### config.mk
export PLATFORM = sky130hd
export DESIGN_NAME = store_align_unit
export DESIGN_NICKNAME = d
export VERILOG_FILES = /design/src/rtl/store_align_unit.sv
export SDC_FILE = /design/constraint.sdc
export NUM_CORES = 1
export LEC_CHECK = 0
export BUFFER_PORTS_ARGS = -buffer_cell sky130_fd_sc_hd__buf_2
export CORE_MARGIN = 1.5
export CORE_UTILIZATION = 50
export DETAILED_ROUTE_END_ITERATION = 12
export GPL_TIMING_DRIVEN = 0
export PLACE_DENSITY = 0.74
export REMOVE_ABC_BUFFERS = 1
export SYNTH_ARGS = -nofsm -noshare
export SYNTH_HDL_FRONTEND = slang
export SYNTH_SLANG_ARGS = --single-unit
### constraint.sdc
create_clock -name clk -period 10.2 [get_ports clk]
set_clock_uncertainty 0.05 [all_clocks]
set_input_delay 0 -clock clk [delete_from_list [all_inputs] [get_ports clk]]
set_output_delay 0 -clock clk [all_outputs]
set_load 0.1 [all_outputs]
### src/rtl/store_align_unit.sv
// Store alignment: turns a byte-addressed SB/SH/SW into one or two
// word-aligned write beats with byte enables, stalling until acked.
module store_align_unit (
  input  logic        clk,
  input  logic        rst,
  input  logic        store_valid,
  input  logic [1:0]  store_type,
  input  logic [31:0] addr,
  input  logic [31:0] wdata,
  input  logic        mem_ack,
  output logic [31:0] mem_addr,
  output logic [31:0] mem_wdata,
  output logic [3:0]  mem_we,
  output logic        stall,
  output logic        done
);

  typedef enum logic [1:0] {
    IDLE  = 2'd0,
    BEAT0 = 2'd1,
    BEAT1 = 2'd2
  } state_t;

  state_t      state;
  logic [1:0]  k_q;
  logic [29:0] word_q;
  logic [31:0] data_q;
  logic [3:0]  base_q;
  logic        split_q;

  logic        req;
  logic        is_sh;
  logic        is_sw;
  logic [3:0]  base_in;
  logic        split_in;
  logic [31:0] b0_data;
  logic [3:0]  b0_we;
  logic [5:0]  b1_sh;
  logic [2:0]  b1_msh;
  logic [31:0] b1_data;
  logic [3:0]  b1_we;
  logic [31:0] b1_addr;

  assign req   = store_valid & (store_type != 2'b00);
  assign is_sh = (store_type == 2'b10);
  assign is_sw = (store_type == 2'b11);

  always_comb begin
    base_in = 4'b0000;
    unique case (1'b1)
      (store_type == 2'b01): base_in = 4'b0001;
      is_sh:                 base_in = 4'b0011;
      is_sw:                 base_in = 4'b1111;
      default:               base_in = 4'b0000;
    endcase
  end

  assign split_in = (is_sh & (addr[1:0] == 2'd3))
                  | (is_sw & (addr[1:0] != 2'd0));

  assign b0_data = wdata << {addr[1:0], 3'b000};
  assign b0_we   = base_in << addr[1:0];

  // second beat only exists for k!=0, so both shift amounts stay in range
  assign b1_sh   = 6'd32 - {1'b0, k_q, 3'b000};
  assign b1_msh  = 3'd4 - {1'b0, k_q};
  assign b1_data = data_q >> b1_sh;
  assign b1_we   = base_q >> b1_msh;
  assign b1_addr = {word_q + 30'd1, 2'b00};

  assign done = mem_ack & (((state == BEAT0) & ~split_q)
                           | (state == BEAT1));
  assign stall = ((state == IDLE) & req)
               | ((state != IDLE) & ~done);

  always_ff @(posedge clk or posedge rst) begin
    if (rst) begin
      state     <= IDLE;
      k_q       <= 2'd0;
      word_q    <= 30'd0;
      data_q    <= 32'd0;
      base_q    <= 4'd0;
      split_q   <= 1'b0;
      mem_addr  <= 32'd0;
      mem_wdata <= 32'd0;
      mem_we    <= 4'd0;
    end else begin
      unique case (state)
        IDLE: begin
          if (req) begin
            k_q       <= addr[1:0];
            word_q    <= addr[31:2];
            data_q    <= wdata;
            base_q    <= base_in;
            split_q   <= split_in;
            mem_addr  <= {addr[31:2], 2'b00};
            mem_wdata <= b0_data;
            mem_we    <= b0_we;
            state     <= BEAT0;
          end
        end
        BEAT0: begin
          if (mem_ack) begin
            if (split_q) begin
              mem_addr  <= b1_addr;
              mem_wdata <= b1_data;
              mem_we    <= b1_we;
              state     <= BEAT1;
            end else begin
              mem_addr  <= 32'd0;
              mem_wdata <= 32'd0;
              mem_we    <= 4'd0;
              state     <= IDLE;
            end
          end
        end
        BEAT1: begin
          if (mem_ack) begin
            mem_addr  <= 32'd0;
            mem_wdata <= 32'd0;
            mem_we    <= 4'd0;
            state     <= IDLE;
          end
        end
        default: begin
          mem_addr  <= 32'd0;
          mem_wdata <= 32'd0;
          mem_we    <= 4'd0;
          state     <= IDLE;
        end
      endcase
    end
  end

endmodule

# Word-level counts from Yosys, hierarchy flattened
# Index checks and enable logic that the tools add are counted.
[totals]
register_bits = 139
word_cells = 63
[classes]
n_addsub = 3
n_eq_ne = 9
shift = 4
n_mux = 20
bitwise = 12
reduce_logical = 6
[ops]
columns = ["operator", "count"]
rows = [
  ["$mux 32", 7],
  ["$pmux 32 s3", 2],
  ["$shl 32x5->32", 1],
  ["$shr 32x6->32", 1],
  ["$add 30x1->30 const B", 1],
  ["$pmux 4 s3", 2],
  ["$mux 4", 4],
  ["$eq 2x2->1 const B", 4],
  ["$mux 2", 4],
  ["$and 1x1->1", 7],
  ["$ne 2x2->1 const B", 3],
  ["$pmux 2 s3", 1],
  ["$reduce_bool 2->1", 3],
  ["$sub 6x5->6 const A", 1],
  ["$eq 2x1->1 const B", 2],
  ["$shl 4x2->4", 1],
  ["$shr 4x3->4", 1],
  ["$or 1x1->1", 3],
  ["$reduce_and 3->1", 1],
  ["$sub 3x2->3 const A", 1],
  ["$logic_not 2->1", 1],
  ["$not 1->1", 2],
  ["$reduce_and 2->1", 1],
]

# Depth between registers and ports, before layout
[depth]
depth_word = 7
ltp_mapped = 9
mapped_depth_nobuf = 7

# Worst setup path before layout
# OpenSTA, ideal clock, no wires.
[synth_timing]
path_kind = "reg-to-output"
from = "register state[1]"
to = "output stall"
t_arrival_ps = 3459
setup_slack_ps = 6691
stages_incl_launch_ff = 6
n_path_buf = 1
cell_sequence = "dfrtp_1 -> buf_2 -> nand2b_4 -> o21ai_0 -> and2_1 -> o21ai_0"
[synth_between]
elab_chain_cells = 7
word_cells_on_any_way = 11
cone_classes = "2 x eq/ne; 7 x bitwise; 2 x reduce/logical"
[synth_lines]
columns = ["element", "line", "text"]
rows = [
  ["start, declared", "24", "state_t state;"],
  ["start signal, assigned", "78", "state <= IDLE;"],
  ["start signal, assigned", "99", "state <= BEAT0;"],
  ["start signal, assigned", "108", "state <= BEAT1;"],
  ["$eq 2x1->1", "71", "assign done = mem_ack & (((state == BEAT0) & ~split_q)"],
  ["$and 1x1->1", "71", ""],
  ["$or 1x1->1 *", "72", "| (state == BEAT1));"],
  ["$and 1x1->1 *", "71", ""],
  ["via done", "15", "output logic done"],
  ["$not 1->1 *", "74", "| ((state != IDLE) & ~done);"],
  ["$and 1x1->1 *", "74", ""],
  ["$or 1x1->1 *", "74", ""],
  ["end, declared", "14", "output logic stall,"],
]
# Mark *: on every way through the listed nets, which the timed path passes. The rest lies on a longest branch.

# Worst setup path after layout
[layout_timing]
from = "register state[0]"
to = "output stall"
[layout_between]
elab_chain_cells = 7
word_cells_on_any_way = 11
cone_classes = "2 x eq/ne; 7 x bitwise; 2 x reduce/logical"
[layout_lines]
columns = ["element", "line"]
rows = [
  ["$eq 2x1->1", "71"],
  ["$and 1x1->1", "71"],
  ["$or 1x1->1", "72"],
  ["$and 1x1->1", "71"],
  ["$not 1->1", "74"],
  ["$and 1x1->1", "74"],
  ["$or 1x1->1 *", "74"],
]
# Every way passes the cells marked *; elsewhere a longest branch is shown, timed or not.

==> flow_metrics.env <==
export IMPL_final_util=0.662
export IMPL_async_reset_ff_frac=1.00
export IMPL_initial_core_util=0.510
export IMPL_use_met2=0.448
export IMPL_numClockSinks=136
export IMPL_cts_root_buf="clkbuf_16"
export IMPL_wire_per_inst_um=17.1
export IMPL_p_leak_nw=4.42
export IMPL_start_kind="register"
export IMPL_drive_above_1_share=0.197
export IMPL_insertion_delay_ns=0.42
export IMPL_power_w=0.00309
export IMPL_status="complete, no violations"
export IMPL_syn_avg_cell_area_um2=8.93
export IMPL_cts_tree="built"
export IMPL_r2r_start="k_q[0]"
export IMPL_holdCritPathClass="primary input to register"
export IMPL_synth_area_leaders="dfrtp_1 (48%), nand2_1 (13%), mux2i_1 (4.7%)"
export IMPL_synth_xor_area_frac=0.0349
export IMPL_worst_endpoint_required_ns=10.15
export IMPL_drt_pass1_iter_count=7
export IMPL_synth_simple_gate_area_share=0.222
export IMPL_clock_path_buffers=2
export IMPL_fillCellCount=1145
export IMPL_die_h_um=122
export IMPL_dpl_cell_area_um2=7820
export IMPL_gr_total_overflow=0
export IMPL_grt_usage=0.273
export IMPL_place_hpwl_um=12100
export IMPL_multiInputGateArea_um2=3370
export IMPL_synthMuxAreaShare=0.0486
export IMPL_use_met3=0.0524
export IMPL_cts_made_buffers=17
export IMPL_maxCapViolations=0
export IMPL_syn_area_um2=7030
export IMPL_powerDensity_nw_per_um2=339
export IMPL_grt_busiest_layer="met2"
export IMPL_die_x_um=122
export IMPL_grt_pass1_wl_um=31400
export IMPL_die_area_um2=14800
export IMPL_fin_area_um2=9110
export IMPL_fin_crit_ns=3.58
export IMPL_synthCells=787
export IMPL_synth_top_family_by_area="simple AND/OR/NAND/NOR gates"
export IMPL_avgViaCountPerCell=5.59
export IMPL_globalRouteMet1Util=0.360
export IMPL_crit_fanout=66
export IMPL_finalSetupTns_ns=0
export IMPL_synthAdderAreaFrac=0.00499
export IMPL_rows=43
export IMPL_final_max_slew_viol_count=0
export IMPL_final_common_cell="nand2_1"
export IMPL_postRouteAntennaNets=0
export IMPL_htreeDepth=4
export IMPL_finalHoldViolCount=0
export IMPL_vdd_drop_max_uv=180
export IMPL_drt_wl_total_um=19700
export IMPL_vias=6452
export IMPL_place_gp_congestion=0.863
export IMPL_seq_area_um2=3400
export IMPL_synthFlopType="dfrtp_1"
export IMPL_io_buffers=137
export IMPL_core_area_um2=13800
export IMPL_mostFrequentLayoutCells="nand2_1 (245), buf_2 (137), dfrtp_1 (135)"
export IMPL_drc_errors=0
export IMPL_endpoint="stall"
export IMPL_synth_seq_area_share=0.484
export IMPL_antenna_found_initial=0
export IMPL_synth_top_area_frac=0.484
export IMPL_end_kind="output port"
export IMPL_r2r_end="mem_wdata[10]"
export IMPL_reg2regPathDepth=6
export IMPL_io_pins=140
export IMPL_ys_seq_elements=136
export IMPL_diodes=0
export IMPL_grt_max_degree=81
export IMPL_crit_start="state[0]"
export IMPL_max_slew_margin=0.0998
export IMPL_synth_compound_area_frac=0.166
export IMPL_ys_warn_count=0
export IMPL_setup_viol=0
export IMPL_synth_distinct_cells=51
export IMPL_crit_arrival_ns=3.53
export IMPL_drt_initial_drc_count=495
export IMPL_grt_pass1_vias=6206
export IMPL_cts_clk_slew_worst_paths_ns=0.06
export IMPL_max_clock_freq_mhz=279
export IMPL_synth_top_area_cell="dfrtp_1"
export IMPL_worstMarginPinSlew_ns=1.35
export IMPL_area_delta_synth_final_pct=29.7
export IMPL_synth_edf_count=0
export IMPL_period_share=0.351
export IMPL_rsz0062_at_grt="false"
export IMPL_crit_type="register to output port"
export IMPL_finalNetCount=1034
export IMPL_rrSetupSlack_ns=6.77
-- routing by layer --
metal / vias to the layer above / wire length, µm
li1: 3085 / -
met1: 3061 / 8500
met2: 273 / 9560
met3: 33 / 1280
met4: 0 / 399
met5: - / 0
-- power breakdown --
part | internal [W] | total, W | switching [W]
logic | 0.000353 | 0.00152 | 0.00116
registers | 0.000740 | 0.000930 | 0.000190
clock network | 0.000412 | 0.000645 | 0.000233
total | 0.00151 | 0.00309 | 0.00159
-- what timing repair did --
item	4_1_cts	5_1_grt
hold endpoints to repair	158	0
buffers inserted	0	0
hold buffers	67	0
resized for setup	0	0
-- cell type report --
class / count / share of cell area
multi-input combinational: 590 / 0.370
sequential: 136 / 0.374
clock buffer: 18 / 0.0482
clock inverter: 14 / 0.0198
inverter: 9 / 0.00426
tap: 180 / 0.0247
timing repair buffer: 208 / 0.159
-- worst max-delay path, cell delays in order, from the launching register on --
cell,delay (ns)
dfrtp_1,0.50
nor2_2,0.82
nand2_1,0.23
or2_2,0.78
o21ai_0,0.25
buf_2,0.46
-- cell families (layout without fill, tap and decap cells) --
group / Yosys count / after routing
and+or+nand+nor: 353 / 353
AOI/OAI and AO/OA: 170 / 170
DFF: 136 / 136
buffers and inverters: 62 / 249
muxes: 34 / 34
xor gates and xnor gates: 28 / 28
adders and majority gates: 3 / 3
other: 1 / 2
-- synthesized netlist by cell type (all sizes together) (14+ instances only) --
| library cell | instances |
|---|---|
| a211o | 16 |
| a21oi | 20 |
| a22o | 21 |
| a22oi | 14 |
| a32oi | 16 |
| buf | 29 |
| clkbuf | 24 |
| dfrtp | 136 |
| mux2i | 33 |
| nand2 | 245 |
| nor2 | 31 |
| nor2b | 18 |
| o211ai | 15 |
| o21ai | 44 |
| o22ai | 17 |
| xor2 | 17 |
-- per-stage QoR --
step	hold WS [ns]	cells	setup WS (ns)
final	0.112	1155	6.62
after floorplan	0.0554	735	6.27
after CTS	0.107	1155	6.30
after detailed placement	0.0443	1056	6.32
after global placement	0.153	1052	3.94
after global routing	0.170	1155	6.49
-- how the worst min path moves through the flow --
stage | start | cells past startpoint | slack [ns] | to
finish | addr[1] | 3 | 0.11 | k_q[1]
global route | addr[1] | 3 | 0.17 | k_q[1]
CTS | addr[1] | 3 | 0.11 | k_q[1]
detailed placement | rst | 2 | 0.04 | mem_we[1]
global placement | wdata[31] | 3 | 0.15 | data_q[31]
floorplan | wdata[0] | 2 | 0.06 | data_q[0]
-- state kept, by name (all words and copies together), names as in the netlist --
register   flops
state          2
k_q            2
word_q        30
mem_we         4
data_q        32
mem_addr      30
split_q        1
mem_wdata     32
base_q         3
Power figures use the tool's default switching activity.
